==> config.mk <==
export PLATFORM = sky130hd
export DESIGN_NAME = pu_riscv_biu_arbiter_flat
export DESIGN_NICKNAME = d
export VERILOG_FILES = /design/src/rtl/pu_riscv_biu_arbiter_if.sv /design/src/rtl/pu_riscv_biu_arbiter.sv /design/src/flat_wrapper.sv
export SDC_FILE = /design/constraint.sdc
export NUM_CORES = 1
export LEC_CHECK = 0
export BUFFER_PORTS_ARGS = -buffer_cell sky130_fd_sc_hd__buf_4
export CORE_AREA = 2 2 315 317
export CTS_BUF_LIST = sky130_fd_sc_hd__clkbuf_4
export DETAILED_ROUTE_END_ITERATION = 7
export DIE_AREA = 0 0 317 319
export PLACE_DENSITY = 0.31
export SLEW_MARGIN = 20
export SYNTH_ARGS = -nofsm -noshare
export SYNTH_HDL_FRONTEND = slang
export SYNTH_SLANG_ARGS = --single-unit
==> constraint.sdc <==
create_clock -name HCLK -period 4.8 [get_ports HCLK]
set_input_delay 0.24 -clock HCLK [delete_from_list [all_inputs] [get_ports HCLK]]
set_output_delay 0.24 -clock HCLK [all_outputs]
set_load 0.02 [all_outputs]
==> src/rtl/pu_riscv_biu_arbiter_if.sv <==
// rtl/pu_riscv_biu_arbiter_if.sv - BIU request/response port bundle
interface pu_riscv_biu_arbiter_if #(
  parameter int XLEN = 64,
  parameter int PLEN = 64
);
  logic            stb;
  logic            stb_ack;
  logic            d_ack;
  logic [PLEN-1:0] adri;
  logic [2:0]      size;
  logic [2:0]      btype;
  logic [2:0]      prot;
  logic            lock;
  logic            we;
  logic [XLEN-1:0] d;
  logic [XLEN-1:0] q;
  logic [PLEN-1:0] adro;
  logic            ack;
  logic            err;

  // Requester side: issues requests, receives handshakes and read data
  modport master (
    output stb, adri, size, btype, prot, lock, we, d,
    input  stb_ack, d_ack, q, adro, ack, err
  );

  // Responder side: accepts requests, returns handshakes and read data
  modport slave (
    input  stb, adri, size, btype, prot, lock, we, d,
    output stb_ack, d_ack, q, adro, ack, err
  );
endinterface

==> src/rtl/pu_riscv_biu_arbiter.sv <==
// rtl/pu_riscv_biu_arbiter.sv - round-robin two-master BIU arbiter
module pu_riscv_biu_arbiter (
  input logic                   HRESETn,
  input logic                   HCLK,
  pu_riscv_biu_arbiter_if.slave  ins_if,
  pu_riscv_biu_arbiter_if.slave  dat_if,
  pu_riscv_biu_arbiter_if.master biu_if
);

  typedef enum logic [1:0] {
    IDLE = 2'd0,
    INS  = 2'd1,
    DAT  = 2'd2
  } state_t;

  // last_q: 0 = instruction master, 1 = data master
  state_t     state_q, state_d;
  logic       last_q, last_d;
  logic [5:0] outs_q, outs_d;
  // served_q: current owner has had a request accepted during this tenure.
  // A fresh grantee must get one request through before it can be made to
  // yield, otherwise two masters requesting back to back would livelock.
  logic       served_q, served_d;

  logic       own_stb;
  logic       own_lock;
  logic [2:0] own_type;
  logic       oth_stb;
  logic       yield_w;
  logic       release_w;
  logic [5:0] sum_w;

  function automatic logic [5:0] beats(input logic [2:0] t);
    case (t)
      3'b000, 3'b001: beats = 6'd1;   // SINGLE, INCR
      3'b010, 3'b011: beats = 6'd4;   // WRAP4, INCR4
      3'b100, 3'b101: beats = 6'd8;   // WRAP8, INCR8
      3'b110, 3'b111: beats = 6'd16;  // WRAP16, INCR16
      default:        beats = 6'd1;
    endcase
  endfunction

  // Owner's view of its own request and the competing master's request
  always_comb begin
    own_stb  = 1'b0;
    own_lock = 1'b0;
    own_type = 3'b000;
    oth_stb  = 1'b0;
    case (state_q)
      INS: begin
        own_stb  = ins_if.stb;
        own_lock = ins_if.lock;
        own_type = ins_if.btype;
        oth_stb  = dat_if.stb;
      end
      DAT: begin
        own_stb  = dat_if.stb;
        own_lock = dat_if.lock;
        own_type = dat_if.btype;
        oth_stb  = ins_if.stb;
      end
      default: ;
    endcase
  end

  assign yield_w = oth_stb & ~own_lock & served_q;

  // Forward the owner's request fields downstream
  always_comb begin
    biu_if.stb   = (state_q != IDLE) & own_stb & ~yield_w;
    biu_if.adri  = ins_if.adri;
    biu_if.size  = ins_if.size;
    biu_if.btype = ins_if.btype;
    biu_if.prot  = ins_if.prot;
    biu_if.lock  = ins_if.lock;
    biu_if.we    = ins_if.we;
    biu_if.d     = ins_if.d;
    if (state_q == DAT) begin
      biu_if.adri  = dat_if.adri;
      biu_if.size  = dat_if.size;
      biu_if.btype = dat_if.btype;
      biu_if.prot  = dat_if.prot;
      biu_if.lock  = dat_if.lock;
      biu_if.we    = dat_if.we;
      biu_if.d     = dat_if.d;
    end
  end

  // Outstanding beat count: add on accept, subtract on ack, clear on error
  always_comb begin
    sum_w = outs_q;
    if (biu_if.stb_ack && state_q != IDLE) sum_w = outs_q + beats(own_type);
    if (biu_if.err)                        outs_d = 6'd0;
    else if (biu_if.ack && sum_w != 6'd0)  outs_d = sum_w - 6'd1;
    else                                   outs_d = sum_w;
  end

  assign release_w = (outs_d == 6'd0) & ~own_lock & (~own_stb | yield_w);

  // Ownership next-state, round-robin tie break and handoff
  always_comb begin
    state_d  = state_q;
    last_d   = last_q;
    served_d = served_q;
    case (state_q)
      IDLE: begin
        served_d = 1'b0;
        if (ins_if.stb && dat_if.stb) begin
          if (last_q) begin
            state_d = INS;
            last_d  = 1'b0;
          end else begin
            state_d = DAT;
            last_d  = 1'b1;
          end
        end else if (ins_if.stb) begin
          state_d = INS;
          last_d  = 1'b0;
        end else if (dat_if.stb) begin
          state_d = DAT;
          last_d  = 1'b1;
        end
      end
      INS, DAT: begin
        if (biu_if.stb_ack) served_d = 1'b1;
        if (release_w) begin
          served_d = 1'b0;
          if (oth_stb) begin
            state_d = (state_q == INS) ? DAT : INS;
            last_d  = (state_q == INS);
          end else begin
            state_d = IDLE;
          end
        end
      end
      default: state_d = IDLE;
    endcase
  end

  // State registers with asynchronous reset
  always_ff @(posedge HCLK or negedge HRESETn) begin
    if (!HRESETn) begin
      state_q  <= IDLE;
      last_q   <= 1'b0;
      outs_q   <= 6'd0;
      served_q <= 1'b0;
    end else begin
      state_q  <= state_d;
      last_q   <= last_d;
      outs_q   <= outs_d;
      served_q <= served_d;
    end
  end

  // Handshakes go to the owner only; read data and address are broadcast
  assign ins_if.stb_ack = (state_q == INS) & biu_if.stb_ack;
  assign ins_if.d_ack   = (state_q == INS) & biu_if.d_ack;
  assign ins_if.ack     = (state_q == INS) & biu_if.ack;
  assign ins_if.err     = (state_q == INS) & biu_if.err;
  assign dat_if.stb_ack = (state_q == DAT) & biu_if.stb_ack;
  assign dat_if.d_ack   = (state_q == DAT) & biu_if.d_ack;
  assign dat_if.ack     = (state_q == DAT) & biu_if.ack;
  assign dat_if.err     = (state_q == DAT) & biu_if.err;
  assign ins_if.q       = biu_if.q;
  assign dat_if.q       = biu_if.q;
  assign ins_if.adro    = biu_if.adro;
  assign dat_if.adro    = biu_if.adro;

endmodule

==> src/flat_wrapper.sv <==
// flat-port wrapper written by rule: the top's interface ports become plain ports
module pu_riscv_biu_arbiter_flat 
  (HRESETn, HCLK, ins_if_stb, ins_if_adri, ins_if_size, ins_if_btype, ins_if_prot, ins_if_lock, ins_if_we, ins_if_d, ins_if_stb_ack, ins_if_d_ack, ins_if_q, ins_if_adro, ins_if_ack, ins_if_err, dat_if_stb, dat_if_adri, dat_if_size, dat_if_btype, dat_if_prot, dat_if_lock, dat_if_we, dat_if_d, dat_if_stb_ack, dat_if_d_ack, dat_if_q, dat_if_adro, dat_if_ack, dat_if_err, biu_if_stb, biu_if_adri, biu_if_size, biu_if_btype, biu_if_prot, biu_if_lock, biu_if_we, biu_if_d, biu_if_stb_ack, biu_if_d_ack, biu_if_q, biu_if_adro, biu_if_ack, biu_if_err);
  pu_riscv_biu_arbiter_if #(.XLEN(64), .PLEN(64)) ins_if_i ();
  pu_riscv_biu_arbiter_if #(.XLEN(64), .PLEN(64)) dat_if_i ();
  pu_riscv_biu_arbiter_if #(.XLEN(64), .PLEN(64)) biu_if_i ();
  input logic HRESETn;
  input logic HCLK;
  input wire logic [$bits(ins_if_i.stb)-1:0] ins_if_stb;
  input wire logic [$bits(ins_if_i.adri)-1:0] ins_if_adri;
  input wire logic [$bits(ins_if_i.size)-1:0] ins_if_size;
  input wire logic [$bits(ins_if_i.btype)-1:0] ins_if_btype;
  input wire logic [$bits(ins_if_i.prot)-1:0] ins_if_prot;
  input wire logic [$bits(ins_if_i.lock)-1:0] ins_if_lock;
  input wire logic [$bits(ins_if_i.we)-1:0] ins_if_we;
  input wire logic [$bits(ins_if_i.d)-1:0] ins_if_d;
  output wire logic [$bits(ins_if_i.stb_ack)-1:0] ins_if_stb_ack;
  output wire logic [$bits(ins_if_i.d_ack)-1:0] ins_if_d_ack;
  output wire logic [$bits(ins_if_i.q)-1:0] ins_if_q;
  output wire logic [$bits(ins_if_i.adro)-1:0] ins_if_adro;
  output wire logic [$bits(ins_if_i.ack)-1:0] ins_if_ack;
  output wire logic [$bits(ins_if_i.err)-1:0] ins_if_err;
  input wire logic [$bits(dat_if_i.stb)-1:0] dat_if_stb;
  input wire logic [$bits(dat_if_i.adri)-1:0] dat_if_adri;
  input wire logic [$bits(dat_if_i.size)-1:0] dat_if_size;
  input wire logic [$bits(dat_if_i.btype)-1:0] dat_if_btype;
  input wire logic [$bits(dat_if_i.prot)-1:0] dat_if_prot;
  input wire logic [$bits(dat_if_i.lock)-1:0] dat_if_lock;
  input wire logic [$bits(dat_if_i.we)-1:0] dat_if_we;
  input wire logic [$bits(dat_if_i.d)-1:0] dat_if_d;
  output wire logic [$bits(dat_if_i.stb_ack)-1:0] dat_if_stb_ack;
  output wire logic [$bits(dat_if_i.d_ack)-1:0] dat_if_d_ack;
  output wire logic [$bits(dat_if_i.q)-1:0] dat_if_q;
  output wire logic [$bits(dat_if_i.adro)-1:0] dat_if_adro;
  output wire logic [$bits(dat_if_i.ack)-1:0] dat_if_ack;
  output wire logic [$bits(dat_if_i.err)-1:0] dat_if_err;
  output wire logic [$bits(biu_if_i.stb)-1:0] biu_if_stb;
  output wire logic [$bits(biu_if_i.adri)-1:0] biu_if_adri;
  output wire logic [$bits(biu_if_i.size)-1:0] biu_if_size;
  output wire logic [$bits(biu_if_i.btype)-1:0] biu_if_btype;
  output wire logic [$bits(biu_if_i.prot)-1:0] biu_if_prot;
  output wire logic [$bits(biu_if_i.lock)-1:0] biu_if_lock;
  output wire logic [$bits(biu_if_i.we)-1:0] biu_if_we;
  output wire logic [$bits(biu_if_i.d)-1:0] biu_if_d;
  input wire logic [$bits(biu_if_i.stb_ack)-1:0] biu_if_stb_ack;
  input wire logic [$bits(biu_if_i.d_ack)-1:0] biu_if_d_ack;
  input wire logic [$bits(biu_if_i.q)-1:0] biu_if_q;
  input wire logic [$bits(biu_if_i.adro)-1:0] biu_if_adro;
  input wire logic [$bits(biu_if_i.ack)-1:0] biu_if_ack;
  input wire logic [$bits(biu_if_i.err)-1:0] biu_if_err;
  assign ins_if_i.stb = ins_if_stb;
  assign ins_if_i.adri = ins_if_adri;
  assign ins_if_i.size = ins_if_size;
  assign ins_if_i.btype = ins_if_btype;
  assign ins_if_i.prot = ins_if_prot;
  assign ins_if_i.lock = ins_if_lock;
  assign ins_if_i.we = ins_if_we;
  assign ins_if_i.d = ins_if_d;
  assign ins_if_stb_ack = ins_if_i.stb_ack;
  assign ins_if_d_ack = ins_if_i.d_ack;
  assign ins_if_q = ins_if_i.q;
  assign ins_if_adro = ins_if_i.adro;
  assign ins_if_ack = ins_if_i.ack;
  assign ins_if_err = ins_if_i.err;
  assign dat_if_i.stb = dat_if_stb;
  assign dat_if_i.adri = dat_if_adri;
  assign dat_if_i.size = dat_if_size;
  assign dat_if_i.btype = dat_if_btype;
  assign dat_if_i.prot = dat_if_prot;
  assign dat_if_i.lock = dat_if_lock;
  assign dat_if_i.we = dat_if_we;
  assign dat_if_i.d = dat_if_d;
  assign dat_if_stb_ack = dat_if_i.stb_ack;
  assign dat_if_d_ack = dat_if_i.d_ack;
  assign dat_if_q = dat_if_i.q;
  assign dat_if_adro = dat_if_i.adro;
  assign dat_if_ack = dat_if_i.ack;
  assign dat_if_err = dat_if_i.err;
  assign biu_if_stb = biu_if_i.stb;
  assign biu_if_adri = biu_if_i.adri;
  assign biu_if_size = biu_if_i.size;
  assign biu_if_btype = biu_if_i.btype;
  assign biu_if_prot = biu_if_i.prot;
  assign biu_if_lock = biu_if_i.lock;
  assign biu_if_we = biu_if_i.we;
  assign biu_if_d = biu_if_i.d;
  assign biu_if_i.stb_ack = biu_if_stb_ack;
  assign biu_if_i.d_ack = biu_if_d_ack;
  assign biu_if_i.q = biu_if_q;
  assign biu_if_i.adro = biu_if_adro;
  assign biu_if_i.ack = biu_if_ack;
  assign biu_if_i.err = biu_if_err;
  pu_riscv_biu_arbiter u_core (.HRESETn(HRESETn), .HCLK(HCLK), .ins_if(ins_if_i), .dat_if(dat_if_i), .biu_if(biu_if_i));
endmodule
Yosys cells after proc, flatten, opt, wreduce, memory -nomap -nowiden
Memories as Yosys holds them, arrays and structs flattened.
Index checks and enable logic that the tools add are counted.
{"block": "op_classes", "addsub": 2, "eq_ne": 6, "muxes": 33, "bitwise_logic": 18, "n_reduce_logical": 12}
{"operator": "64-bit 2-to-1 mux", "count": 2}
{"operator": "6-bit 2-to-1 mux", "count": 4}
{"operator": "1-bit AND", "count": 14}
{"operator": "2-bit 2-to-1 mux", "count": 7}
{"operator": "1-bit 2-to-1 mux", "count": 10}
{"operator": "1-bit case mux with 2 select lines", "count": 5}
{"operator": "3-bit 2-to-1 mux", "count": 3}
{"operator": "6-bit adder", "count": 1}
{"operator": "6-bit logical NOT", "count": 1}
{"operator": "3-bit case mux with 2 select lines", "count": 1}
{"operator": "6-bit nonzero test", "count": 1}
{"operator": "6-bit by 1-bit subtractor with 6-bit output (second input constant)", "count": 1}
{"operator": "2-bit by 1-bit inequality test with 1-bit output (second input constant)", "count": 2}
{"operator": "4-bit by 3-bit inequality test with 1-bit output (second input constant)", "count": 1}
{"operator": "2-bit case mux with 2 select lines", "count": 1}
{"operator": "2-bit AND reduction", "count": 2}
{"operator": "4-bit AND reduction", "count": 1}
{"operator": "2-bit nonzero test", "count": 2}
{"operator": "1-bit logical AND", "count": 3}
{"operator": "3-bit by 2-bit inequality test with 1-bit output (second input constant)", "count": 1}
{"operator": "1-bit NOT", "count": 3}
{"operator": "2-bit by 1-bit == test with 1-bit output (second input constant)", "count": 1}
{"operator": "2-bit == test (second input constant)", "count": 1}
{"operator": "2-bit logical NOT", "count": 1}
{"operator": "other kinds (2)", "count": 2}
{"block": "totals", "reg_bits": 10, "rom_bits": 32, "inputBits": 414, "output_inout_bits": 404, "elab_cells": 76, "n_memories": 1}
{"memory": "(name not given)", "words": 8, "width": 4, "read_ports": 1, "rd_ports_with_merged_regs": 0, "wr": 0, "line": "pu_riscv_biu_arbiter.sv:34", "rtl": "case (t)"}

Longest topological paths before layout
An unclocked memory read counts as a cell.
{"block": "depth", "depth_word": 15, "ltp_mapped": 17, "ltp_nobuf": 15}

Worst setup path before layout
No wires, ideal clock.
{"block": "synth_timing", "path_kind": "register to register", "startpoint": "reg u_core.state_q[0]", "endpoint": "reg u_core.state_q[1]", "setup_ns": 0.125, "arrival_time_ns": 4.183, "required_ns": 4.675, "path_slack_ns": 0.492, "stages_incl_launch_ff": 18, "n_path_buf": 2, "period_less_slack_ns": 4.308, "path_cell_list": "dfrtp_1 > inv_1 > ha_1 > clkbuf_1 > clkbuf_1 > a22o_1 > o21ai_0 > ha_1 > ha_1 > mux2i_1 > ha_1 > inv_1 > o41ai_1 > mux2i_1 > a21oi_2 > o41ai_4 > nand2_2 > mux2_4"}
{"block": "synth_between", "elab_chain_cells": 15, "elab_cells_between_ends": 34, "classes_between": "add/sub (2); eq/ne (4); mux (12); bitwise (7); reduce/logical (8); memory (1)"}
{"element": "start, declared", "line": "pu_riscv_biu_arbiter.sv:17", "rtl": "state_t state_q, state_d;"}
{"element": "start signal, assigned", "line": "pu_riscv_biu_arbiter.sv:148", "rtl": "state_q <= state_d;"}
{"element": "parallel branches: the longest is 15 deep, another holds 6-bit adder"}
Several ways; the timed one is not identified. The select of a mux whose other input is x is not followed.
A chain may end at the register's enable or synchronous reset.

Worst setup path after layout
{"block": "layout_timing", "startpoint": "reg u_core.state_q[1]", "endpoint": "reg u_core.state_q[1]"}
The elaborated chain is that of the path after synthesis.

==> impl_results.md <==
* Clock skew at between 0.002 and 0.0025 ns
* Max-slew headroom at 0.4606
* CTS Sinks at 10
* Cts bufs inserted at 3
* Fillers at approximately 11,000
* Peak VDD IR at 0.1482 mV
* Synth Instances at 553
* Num ports at 818
* Pint at 0.001432 W
* Slew of the pin with the lowest slew margin at 0.8091 ns
* Vias in the first global route at just under 5,000
* Worst EP arrival at 4.63 ns
* Die H at around 320 um
* CP Capture Type: flop
* Vias post-DR at 4,655
* Max_cap viols at 0
* Pleak at 3.185 nW
* Final setup viols at 0
* # nets final at 1,144
* Area Growth Syn to Fin at 61.60%
* Initial antenna violation count at 27
* CTS max path bufs at 2
* # DRC at 0
* CTS clk-pin slew, worst paths at 0.08 ns
* CTS root buffer: clkbuf_4
* Post-route minimum period at 4.471 ns
* Total congestion overflow at 0
* Core area at 97,700 um^2
* H-tree levels at 1
* Clk_lat worst skew at 0.27 ns
* Register area at 250.2 um^2
* Synth Flop Type: dfrtp_1
* Via/cell ratio at 2.317
* Yosys Warn Count at 0
* Seq/Total Area, Yosys at 0.05242
* Clock power frac at 0.021
* Pwr Total at between 0.002 and 0.003 W
* Yosys reg bits at 10
* Max Transition Viols Final at 0
* CP max FO at 14
* Synth unique cells at 53
* Area of the multi-input gates at approximately 2500 um^2
* # port buffers at 433
* Sequential power share at 0.050
* RSZ-0062 raised after global routing: no
* Fmax at 0.2237 GHz
* Antenna-violating nets left at 0
* Mapped Nets at between 900 and 1,000
* FFs w/ async S/R, synth at 1.000
* Worst hold margin at 0.2447 ns
* Detailed Route Iter0 Violations at 166
* Num rows at 115
* Tot GR Track Use at 0.06275
* Mapped Area at approximately 4800 um^2
* Starting Density at 0.04886
* NetSw at around 0.0015 W
* Final Hold Vio Count at 0
* Routed length per placed instance at 17.27 um
* Comb power frac at 0.929
* TritonRoute pass-1 iters at 4
* DPL Wire Length at 31.92 mm
* Die ar. at 101,100 um^2
* Switching Fraction at 0.5140
* Worst EP required at 4.96 ns
* Worst Hold Class: in -> reg
* Post-synth EDFFs at 0
* Final period util at 0.9315
* Crit Path Class: reg -> reg
* Die span in x at around 320 um
* Routed WL at ~35 mm
* Largest net degree at the start of global routing at 61
* Syn Area/Cell at 8.632 um^2
* Gp weighted congestion at just under 0.8
* Setup crit start kind: flop
* Pwr/cell area at ~380 nW/um^2
* Status: finished, final reports clean
* First-pass GRT wire length at 42.36 mm
* TritonCTS clock tree: done
* Layout cells sized above 1 at 0.8315
* Setup_tns at 0 ns
sequential cells by signal, indices dropped and copies added (netlist names):
name and count:
u_core.last_q 1, u_core.served_q 1, u_core.state_q 2, u_core.outs_q 6
worst max-delay path, cell delays in order, from the launching register on:
cell	delay [ns]
dfrtp_1	0.44
inv_1	0.10
ha_1	0.49
a22o_1	0.30
o21ai_0	0.17
ha_1	0.30
ha_1	0.33
mux2i_1	0.25
ha_1	0.21
inv_1	0.06
o41ai_1	0.34
buf_4	0.19
mux2i_1	0.23
a21oi_2	0.11
o41ai_4	0.38
nand2_2	0.13
mux2_4	0.31
cell usage after synthesis (all sizes together) (3+ instances only):
library cell  count  share of area
a211oi            3         0.0068
a21oi            10          0.011
a22o              3         0.0055
and2             10          0.014
buf             259           0.41
clkbuf           18          0.014
dfrtp            10          0.052
ha               11          0.029
inv               8         0.0063
mux2            141           0.33
mux2i             6          0.013
nand2             6         0.0052
nand2b            3         0.0055
nand3            10          0.012
nand4             3         0.0039
nor2             11         0.0087
o21ai             4         0.0042
o31ai             3         0.0058
o41ai             4          0.013
or4               3         0.0058
xnor2             3         0.0055
layout make-up:
| cell class | count | share of cell area |
|---|---|---|
| multi-input combinational | 258 | 0.3236 |
| timing repair buffer | 438 | 0.4266 |
| sequential | 10 | 0.03244 |
| clock buffer | 3 | 0.002920 |
| clock inverter | 1 | 0.0004866 |
| antenna | 4 | 0.001298 |
| tap | 1287 | 0.2088 |
| inverter | 8 | 0.003893 |
worst paths after layout:
| check | startpoint | to | slack [ns] | cells after the start |
|---|---|---|---|---|
| min in group asynchronous | HRESETn | u_core.served_q | 0.36 | 2 |
| setup reg to reg | u_core.state_q[1] | u_core.state_q[1] | 0.33 | 16 |
| hold reg to reg | u_core.state_q[1] | u_core.state_q[1] | 0.63 | 1 |
| hold / removal | biu_if_err | u_core.outs_q[0] | 0.24 | 2 |
| setup / recovery | u_core.state_q[1] | u_core.state_q[1] | 0.33 | 16 |
| max in group asynchronous | HRESETn | u_core.outs_q[1] | 4.28 | 2 |
power groups by stage:
stage | clock [W] | combinational [W] | sequential (W)
finish | 0.0000628 | 0.00274 | 0.000147
global route | 0.0000729 | 0.00291 | 0.000152
CTS | 0.0000694 | 0.00277 | 0.000147
detailed placement | 0 | 0.00276 | 0.000148
global placement | 0 | 0.00276 | 0.000148
floorplan | 0 | 0.00198 | 0.000136
what timing repair did:
| item | in CTS | in global routing |
|---|---|---|
| hold endpoints to repair | 10 | 0 |
| hold buffers | 1 | 0 |
| setup endpoints to repair | 0 | 0 |
| resized for setup | 0 | 0 |
| setup buffers | 0 | 0 |
cell usage in the layout, fill, tap and decap left out, types with 3 or more instances in the layout:
cell and n:
mux2_2 140, clkbuf_4 3, nand4_1 3, dfrtp_1 10, diode_2 4, o21ai_0 4
a21oi_1 9, ha_1 10, xnor2_1 3, nand2_1 5, mux2i_1 6, and2_1 8
inv_1 8, nor2_1 11, nand3_1 9, buf_4 437, a22o_1 3
metal layers:
layer  wire [um]  up-vias  part of all wire  track usage
li1            -     1975                 -            -
met1       11690     2035              0.34      0.06112
met2       15520      577              0.45       0.1045
met3        6942       52              0.20      0.05248
met4         438       16             0.013     0.006289
met5         109        -            0.0031     0.002901
stage by stage:
step / cells / cell area [um^2] / utilization / setup slack [ns]
after global placement: 2000 / 7667 / 0.07848 / 0.4502
after floorplan: 553 / 4773 / - / 0.4924
after CTS: 2005 / 7704 / 0.07885 / 0.3401
after detailed placement: 2000 / 7667 / 0.07848 / 0.4017
final: 2009 / 7714 / 0.07895 / 0.3290
after global routing: 2007 / 7709 / 0.07890 / 0.03764
kinds of logic after synthesis:
logic type | synth area share
multiplexers | 0.3460
adder cells (fa/ha/maj) | 0.02883
AO/OA/AOI/OAI | 0.06475
flip-flops | 0.05242
XOR/XNOR | 0.007341
AND/OR/NAND/NOR | 0.07340
buffers and inverters | 0.4273
Power figures use the tool's default switching activity.
